--- src/rtl/alu_muldiv_seq_pkg.sv ---
// alu_muldiv_seq_pkg: M-extension op encodings, FSM states and operand classification helpers
package alu_muldiv_seq_pkg;
    localparam logic [2:0] MULDIV_OP_MUL    = 3'b000;
    localparam logic [2:0] MULDIV_OP_MULH   = 3'b001;
    localparam logic [2:0] MULDIV_OP_MULHSU = 3'b010;
    localparam logic [2:0] MULDIV_OP_MULHU  = 3'b011;
    localparam logic [2:0] MULDIV_OP_DIV    = 3'b100;
    localparam logic [2:0] MULDIV_OP_DIVU   = 3'b101;
    localparam logic [2:0] MULDIV_OP_REM    = 3'b110;
    localparam logic [2:0] MULDIV_OP_REMU   = 3'b111;

    typedef enum logic [1:0] {ST_IDLE, ST_CALC, ST_DONE} state_e;

    function automatic logic is_div(input logic [2:0] op);
        return op inside {MULDIV_OP_DIV, MULDIV_OP_DIVU, MULDIV_OP_REM, MULDIV_OP_REMU};
    endfunction

    function automatic logic is_rem(input logic [2:0] op);
        return op inside {MULDIV_OP_REM, MULDIV_OP_REMU};
    endfunction

    function automatic logic signed_a(input logic [2:0] op);
        return op inside {MULDIV_OP_MULH, MULDIV_OP_MULHSU, MULDIV_OP_DIV, MULDIV_OP_REM};
    endfunction

    function automatic logic signed_b(input logic [2:0] op);
        return !(op inside {MULDIV_OP_MUL, MULDIV_OP_MULHSU, MULDIV_OP_MULHU, MULDIV_OP_DIVU, MULDIV_OP_REMU});
    endfunction
endpackage

--- src/rtl/alu_muldiv_seq_step.sv ---
// alu_muldiv_seq_step: one combinational radix-2 step, shift-add multiply or restoring divide
module alu_muldiv_seq_step #(
    parameter int XLEN = 32
) (
    input  logic              div_i,
    input  logic [2*XLEN-1:0] acc_i,
    input  logic [XLEN-1:0]   opnd_i,
    output logic [2*XLEN-1:0] acc_o
);
    logic [XLEN:0] sum, rem_sh, diff;

    // Multiply: multiplier sits in the low half and is consumed LSB first.
    // Divide: high half is the partial remainder, low half shifts dividend out and quotient in.
    always_comb begin
        sum    = {1'b0, acc_i[2*XLEN-1:XLEN]} + (acc_i[0] ? {1'b0, opnd_i} : '0);
        rem_sh = acc_i[2*XLEN-1:XLEN-1];
        diff   = rem_sh - {1'b0, opnd_i};
        acc_o  = !div_i    ? {sum, acc_i[XLEN-1:1]}
               : diff[XLEN] ? {rem_sh[XLEN-1:0], acc_i[XLEN-2:0], 1'b0}
               : {diff[XLEN-1:0], acc_i[XLEN-2:0], 1'b1};
    end
endmodule

--- src/rtl/alu_muldiv_seq.sv ---
// alu_muldiv_seq: iterative RV32M multiply/divide unit with valid/ready handshakes on both sides
module alu_muldiv_seq
    import alu_muldiv_seq_pkg::*;
#(
    parameter int XLEN            = 32,
    parameter int STEPS_PER_CYCLE = 1
) (
    input  logic            clk,
    input  logic            rst,
    input  logic            in_valid,
    output logic            in_ready,
    input  logic [2:0]      op,
    input  logic [XLEN-1:0] a,
    input  logic [XLEN-1:0] b,
    input  logic            flush,
    output logic            out_valid,
    input  logic            out_ready,
    output logic [XLEN-1:0] result
);
    localparam int N  = XLEN / STEPS_PER_CYCLE;
    localparam int CW = $clog2(N + 1);
    localparam logic [XLEN-1:0] INT_MIN = {1'b1, {(XLEN-1){1'b0}}};

    state_e            state_q, state_d;
    logic [2:0]        op_q, op_d;
    logic [2*XLEN-1:0] acc_q, acc_d, acc_nx, prod;
    logic [XLEN-1:0]   opnd_q, opnd_d, result_q, result_d;
    logic [XLEN-1:0]   abs_a, abs_b, spec_res, qr, fin;
    logic [CW-1:0]     cnt_q, cnt_d;
    logic              neg_q, neg_d, sa, sb, special;

    for (genvar s = 0; s < STEPS_PER_CYCLE; s++) begin : g_step
        logic [2*XLEN-1:0] prev, nxt;
        if (s == 0) begin : g_first
            assign prev = acc_q;
        end else begin : g_rest
            assign prev = g_step[s-1].nxt;
        end
        alu_muldiv_seq_step #(.XLEN(XLEN)) u_step (
            .div_i (is_div(op_q)),
            .acc_i (prev),
            .opnd_i(opnd_q),
            .acc_o (nxt)
        );
    end
    assign acc_nx = g_step[STEPS_PER_CYCLE-1].nxt;

    assign sa    = a[XLEN-1] & signed_a(op);
    assign sb    = b[XLEN-1] & signed_b(op);
    assign abs_a = sa ? -a : a;
    assign abs_b = sb ? -b : b;
    // Divide-by-zero and signed overflow have fixed answers, so they never iterate
    assign special  = is_div(op) && (b == '0 || (signed_b(op) && a == INT_MIN && b == '1));
    assign spec_res = b == '0 ? (is_rem(op) ? a : '1) : (is_rem(op) ? '0 : a);

    assign prod = neg_q ? -acc_nx : acc_nx;
    assign qr   = is_rem(op_q) ? acc_nx[2*XLEN-1:XLEN] : acc_nx[XLEN-1:0];
    assign fin  = is_div(op_q) ? (neg_q ? -qr : qr)
                : op_q == MULDIV_OP_MUL ? prod[XLEN-1:0] : prod[2*XLEN-1:XLEN];

    always_comb begin
        state_d  = state_q;
        op_d     = op_q;
        acc_d    = acc_q;
        opnd_d   = opnd_q;
        cnt_d    = cnt_q;
        neg_d    = neg_q;
        result_d = result_q;
        if (flush) begin
            state_d = ST_IDLE;
        end else if (state_q == ST_IDLE && in_valid) begin
            op_d     = op;
            acc_d    = {{XLEN{1'b0}}, abs_a};
            opnd_d   = abs_b;
            neg_d    = sa ^ (sb & !is_rem(op));
            cnt_d    = CW'(N);
            state_d  = special ? ST_DONE : ST_CALC;
            result_d = special ? spec_res : result_q;
        end else if (state_q == ST_CALC) begin
            acc_d    = acc_nx;
            cnt_d    = cnt_q - CW'(1);
            state_d  = cnt_q == CW'(1) ? ST_DONE : ST_CALC;
            result_d = cnt_q == CW'(1) ? fin : result_q;
        end else if (state_q == ST_DONE && out_ready) begin
            state_d = ST_IDLE;
        end
    end

    always_ff @(posedge clk) begin
        if (rst) begin
            state_q  <= ST_IDLE;
            op_q     <= '0;
            acc_q    <= '0;
            opnd_q   <= '0;
            cnt_q    <= '0;
            neg_q    <= 1'b0;
            result_q <= '0;
        end else begin
            state_q  <= state_d;
            op_q     <= op_d;
            acc_q    <= acc_d;
            opnd_q   <= opnd_d;
            cnt_q    <= cnt_d;
            neg_q    <= neg_d;
            result_q <= result_d;
        end
    end

    assign in_ready  = state_q == ST_IDLE;
    assign out_valid = state_q == ST_DONE;
    assign result    = result_q;
endmodule

--- config.mk ---
export PLATFORM = sky130hd
export DESIGN_NAME = alu_muldiv_seq
export DESIGN_NICKNAME = d
export VERILOG_FILES = /design/src/rtl/alu_muldiv_seq_pkg.sv /design/src/rtl/alu_muldiv_seq_step.sv /design/src/rtl/alu_muldiv_seq.sv
export SDC_FILE = /design/constraint.sdc
export NUM_CORES = 1
export LEC_CHECK = 0
export CAP_MARGIN = 20
export CORE_ASPECT_RATIO = 1.5
export CORE_MARGIN = 1.5
export CORE_UTILIZATION = 50
export CTS_CLUSTER_SIZE = 8
export DETAILED_ROUTE_END_ITERATION = 6
export PLACE_DENSITY = 0.76
export SLEW_MARGIN = 25
export SYNTH_ARGS = -nofsm -noshare
export SYNTH_HDL_FRONTEND = slang
export SYNTH_SLANG_ARGS = --single-unit
export TNS_END_PERCENT = 30
--- constraint.sdc ---
create_clock -name clk -period 6.35 [get_ports clk]
set_clock_uncertainty 0.15 [all_clocks]
set_input_delay 0.635 -clock clk [delete_from_list [all_inputs] [get_ports clk]]
set_output_delay 0.635 -clock clk [all_outputs]
set_load 0.1 [all_outputs]
==> impl_metrics.toml, run 1 <==
[placement]
post-place-ws_ns = 0.1762
port_buffers = 105
dp_hpwl_mm = 60.43
routabilityCongestion = 1.049

[critical_path]
cp.required_ns = 6.55
cp_slowest_cell = "or4_1"
r2r-end = "result[28]"
path_depth = 24
crit_path_start_kind = "flip-flop"
endpoint_kind = "flip-flop"
worstSetupPathType = "flip-flop to flip-flop"
ff2ff_path_depth = 24
cp_slowest_stage_delay_ns = 0.51
crit_chain = "inv_1 > ha_1 > inv_1 > fa_1 > a211oi_2 > nor3_2 > nor2_4 > a2111o_1 > a31oi_4 > nor2_1 > a21oi_1 > ha_1 > o211ai_1 > or4_1 > or3_1 > nor2_1 > buf_4 > o311a_1 > nand2b_1 > or3_4 > o31ai_1 > xnor2_1 > a31oi_1 > o41ai_1"
arrival_ns = 6.25
path_delay_family = "simple AND/OR/NAND/NOR gates"
worst_r2r_startpoint = "acc_q[31]"
r2r_setup_slack_ns = 0.30
cp_max_fo = 7
worst-path-buf-inv = 3

[timing]
slew_headroom = 0.2580
setup_tns_ns = 0
worst_slack_ns = 0.3037
fin_crit_ns = 6.046
tightest_slew_ns = 1.106
final_hold_viol_count = 0
fmaxAchievable_mhz = 165.4
slew_viol_final = 0
setup_viol = 0
fin_crit_sh = 0.9522

[synthesis]
ys.flop_type = "dfxtp_1"
ys_ff_latch = 140
syn_nets = 2551
synth-simple-area-share = 0.2633
async_flop_share = 0
muxShareOfSynthArea = 0.04612
synthCells = 2406
synthDistinctLibCells = 95
synth_top_family_by_area = "compound AO/OA/AOI/OAI gates"
syn_area_per_cell_um2 = 6.935
synth-edff-count = 0
synth_compound_area_frac = 0.3323
synth_xor_area_frac = 0.07716
synthAdderAreaFrac = 0.05624
synth.cell_area_um2 = 16690
yosys_warnings = 0
synth-seq-area-share = 0.1680

[detailed_routing]
wl_mm = 77.86
routedWlPerCell_um = 26.82
avgViaCountPerCell = 6.989
vias = 20290
firstDrtPassIters = 7
dr.first_iter.drc_count = 2504
drc = 0
postRouteAntennaNets = 0

[clock_network]
cts_root_buffer = "clkbuf_16"
clock_path_buffers = 2
cts_tree = "done"
clk_latency_ns = 0.47
clk_pin_slew_ns = 0.07
cts_htree_levels = 4
hold_buffers = 0
cts_inserted_buffers = 17
clkSinkCount = 140

[final_layout]
drive_above_1_share = 0.09003
syn_to_final_growth_pct = 14.97
nets = 2620
post-route-util = 0.5860
diodes = 0

[global_route]
grt_pass1_vias = 19430
use_met2 = 0.7270
grt_max_degree = 108
grt.overflow.total = 0
grt_util_met1 = 0.5114
grtUsageTotal = 0.4436
top_usage_layer = "met2"
grt_use_met3 = 0.05830
grt_pass1_wl_mm = 117.6
antenna_found_initial = 0

[status]
status = "complete, no violations"

[power_and_ir_drop]
leakage_nw = 7.171
vdd_drop_max_mv = 0.1998
total_power_w = 0.003303
power_density_nw_per_um2 = 172.2

[hold_path]
min_path_cells = 2
hold_path_startpoint = "result[1]"
min_path_type = "flip-flop to flip-flop"
holdPathEnd = "result[1]"

[floorplan]
io-pin-count = 106
die_area_um2 = 34500
die_h_um = 226.7
core_area_um2 = 32740
rows = 81
start_util = 0.5097
die_w_um = 152.2

[job]
maxCapViolCount = 0
## power by group
| group | leakage, nW | switching (W) | internal [W] |
|---|---|---|---|
| sequential | 1.14 | 0.0000446 | 0.000913 |
| combinational | 5.73 | 0.000818 | 0.000425 |
| clock | 0.299 | 0.000480 | 0.000623 |
| total | 7.17 | 0.00134 | 0.00196 |
## what timing repair did
item / CTS / global route
hold endpoints to repair: 0 / 0
buffers inserted: 0 / 1
endpoints found under the setup margin: 0 / 12
resized for setup: 0 / 10
## registers in the layout (all words and copies together), names as in the netlist
name,cells
opnd_q,32
result,32
acc_q,64
op_q,3
cnt_q,6
state_q,2
neg_q,1
## tightest hold or removal path, stage by stage (launching register included)
cell and delay (ns):
dfxtp_1 0.32, nand2_1 0.05, a21oi_1 0.05
## stage by stage
stage	hold slack, ns	area, um2	instances
after detailed placement	0.3039	18490	2869
after global routing	0.3295	19180	2903
after CTS	0.3172	19110	2901
after global placement	0.2928	18490	2869
after floorplan	0.2903	16690	2406
final	0.3135	19180	2903
## worst max-delay path by stage
stage	to	start	slack, ns
6_report	result[28]	acc_q[31]	0.30
5_1_grt	result[28]	acc_q[31]	-0.07
4_1_cts	result[28]	acc_q[31]	0.12
3_5_place_dp	result[28]	acc_q[31]	0.18
3_3_place_gp	result[18]	acc_q[31]	0.29
2_1_floorplan	result[18]	acc_q[31]	0.26
## area by class of cell
type	instances	area [um2]
clock buffer	20	467.9
clock inverter	12	146.4
fill	3223	13550
inverter	67	251.5
multi-input combinational	2032	13020
sequential	140	2808
tap	415	519.2
timing repair buffer	217	1972
## logic make-up (layout without fill, tap and decap cells)
kind of cell | count (synthesis) | count (layout)
compound gates | 833 | 833
xor+xnor | 147 | 147
fa+ha+maj | 74 | 74
buf+inv | 234 | 316
flops | 140 | 140
mux | 73 | 73
simple gates | 905 | 905
## cell usage after synthesis, drive strengths merged (17+ instances only)
library cell	instances	area, um2
xor2	70	613.1
nor2	287	1085
a31oi	47	330.3
or4	17	127.6
nand3	49	245.2
o211ai	35	262.8
clkbuf	124	465.5
nor3	77	385.4
mux2i	52	533.0
o31ai	43	332.8
mux2	21	236.5
or3	38	237.7
a21oi	228	1149
nand2	227	854.6
buf	43	231.5
nand4	42	284.0
dfxtp	140	2803
a211oi	81	608.1
o21a	21	157.7
ha	71	888.4
xnor2	77	674.4
inv	67	251.5
a21o	26	195.2
o21ai	153	765.7
o41ai	19	166.4
and2	55	344.1
nor4	31	239.0
a22oi	33	247.7
nand2b	18	112.6
## layout by cell type (no fill, tap or decap), drive strengths merged, types with 9 or more instances in the layout
cell,n
a22oi,33
nand2b,18
o41ai,19
o31ai,43
o211ai,35
clkbuf,20
mux2,21
inv,74
and2,55
o21bai,9
o21ai,153
a311oi,14
ha,71
and3,16
xnor2,77
dfxtp,140
a21oi,228
clkdlybuf4s50,104
nor2,287
a31oi,47
nand3,49
a211oi,81
or3,38
or2,11
o21a,21
mux2i,52
buf,113
nor3b,12
nand2,227
nand4,42
a2111oi,16
or4,17
nor4,31
xor2,70
nor3,77
a21o,26
## layer usage
metal	vias to the layer above	routed length, um
met5	-	0
met4	0	7607
met3	343	6185
met2	1239	35440
met1	9597	28630
li1	9111	-
(Power assumes the default switching activity.)
==> run 2: changes to the inputs <==
- CORE_ASPECT_RATIO: 1.5 -> unset
- PLACE_DENSITY: 0.76 -> 0.73
- clock period: 6.35 -> 6.3 ns (I/O delays scaled with it)
==> run 2 against run 1 <==
Effect of this change: die area about the same; design area is 0.82% lower; flip-flop and latch count unchanged; core utilization is 0.42 points lower; routed wire length is 6.0% lower; highest routed layer unchanged.
==> impl_metrics.toml, run 2 (synthesis gave the netlist of run 1 again) <==
[detailed_routing]
dr.first_iter.drc_count = 2926
postRouteAntennaNets = 0
vias = 20210
routedWlPerCell_um = 25.13
drc = 0
wl_mm = 73.17
avgViaCountPerCell = 6.939
firstDrtPassIters = 6

[timing]
setup_viol = 0
grt_setup_unrepaired = "no"
slew_viol_final = 0
fin_crit_sh = 0.9403
fin_crit_ns = 5.924
final_hold_viol_count = 0
fmaxAchievable_mhz = 168.8
slew_headroom = 0.3114
worst_slack_ns = 0.3760
setup_tns_ns = 0
tightest_slew_ns = 1.004

[status]
status = "complete, no violations"

[power_and_ir_drop]
leakage_nw = 7.048
vdd_drop_max_mv = 0.2084
power_density_nw_per_um2 = 171.3

[critical_path]
cp.required_ns = 6.50
cp_slowest_stage_delay_ns = 0.56
arrival_ns = 6.12
cp_slowest_cell = "or4b_4"
worstSetupPathType = "flip-flop to flip-flop"
crit_path_start_kind = "flip-flop"
crit_chain = "inv_1 > ha_1 > inv_1 > fa_1 > a211oi_2 > nor3_2 > nor2_2 > a2111o_1 > a31oi_4 > nor2_1 > a21oi_1 > ha_1 > o211ai_1 > or4_1 > or3_1 > nor2_2 > o31a_1 > and3_1 > or4b_4 > o311a_1 > o21ai_1 > a221oi_1 > o21a_1"
cp_max_fo = 6
endpoint_kind = "flip-flop"

[final_layout]
final_area_um2 = 19030
largest_reg_flops = 64
most-common-layout-cells = "nor2_1 (280), nand2_1 (225), a21oi_1 (225)"
syn_to_final_growth_pct = 14.02
post-route-util = 0.5818
nets = 2601
drive_above_1_share = 0.08343
num-fill-cells = 3213
final_common_cell = "nor2_1"
top_register = "acc_q"

[global_route]
antenna_found_initial = 1
grt.overflow.total = 0
grt_pass1_vias = 18150
grt_max_degree = 79
grtUsageTotal = 0.4194
grt_pass1_wl_mm = 109.6

[clock_network]
clk_latency_ns = 0.46
clk_pin_slew_ns = 0.07
cts_resized = 0
clock_path_buffers = 2
hold_buffers = 0
cts_htree_levels = 4
cts_tree = "done"
clkSinkCount = 140
cts_inserted_buffers = 17
cts_root_buffer = "clkbuf_16"
post_cts_buffers = 0

[job]
maxCapViolCount = 0

[placement]
post-place-ws_ns = 0.1147
placed_area_um2 = 18390
routabilityCongestion = 1.015
dp_hpwl_mm = 56.11
port_buffers = 105

[floorplan]
rows = 66
die_area_um2 = 34480
die_h_um = 185.7
io-pin-count = 106
start_util = 0.5103
core_area_um2 = 32700
die_w_um = 185.7

[hold_path]
min_path_type = "flip-flop to flip-flop"
[run 2: worst paths after layout]
kind | start | endpoint | slack [ns] | cells past startpoint
max | acc_q[31] | result[18] | 0.38 | 23
min | result[0] | result[0] | 0.31 | 2
max reg2reg | acc_q[31] | result[18] | 0.38 | 23
min reg2reg | result[0] | result[0] | 0.31 | 2
[run 2: per-stage QoR]
step / instances / total power (W) / hold slack, ns
2_1_floorplan: 2406 / 0.001738 / 0.2903
3_3_place_gp: 2879 / 0.002127 / 0.2887
3_5_place_dp: 2879 / 0.002137 / 0.3002
4_1_cts: 2911 / 0.003200 / 0.3121
5_1_grt: 2911 / 0.003363 / 0.3380
6_report: 2912 / 0.003258 / 0.3088
[run 2: where the power goes]
part | internal [W] | switching, W | leakage, nW
Combinational | 0.000417 | 0.000789 | 5.63
Clock | 0.000588 | 0.000494 | 0.278
Sequential | 0.000920 | 0.0000496 | 1.14
Total | 0.00193 | 0.00133 | 7.05
[run 2: critical path: cells and delay by family (launching register included)]
kind / cells / cell delay, ns
and+or+nand+nor: 8 / 2.37
AOI/OAI and AO/OA: 10 / 2.07
adders and majority gates: 3 / 0.73
DFF: 1 / 0.34
buffers and inverters: 2 / 0.16
[run 2: final cells by class]
class,count,area [um2],area share
multi-input combinational,2032,13020,0.6845
sequential,140,2808,0.1476
timing repair buffer,198,1797,0.09444
tap,442,553.0,0.02907
clock buffer,20,467.9,0.02460
inverter,67,251.5,0.01322
clock inverter,12,123.9,0.006511
antenna,1,2.502,0.0001315
[run 2: metal layers]
| metal | routed length, um | track usage | vias to the layer above |
|---|---|---|---|
| met4 | 3753 | 0.1926 | 0 |
| met2 | 31070 | 0.6372 | 1329 |
| met5 | 0 | 0 | - |
| met3 | 8572 | 0.09333 | 238 |
| li1 | - | - | 9088 |
| met1 | 29770 | 0.5621 | 9550 |
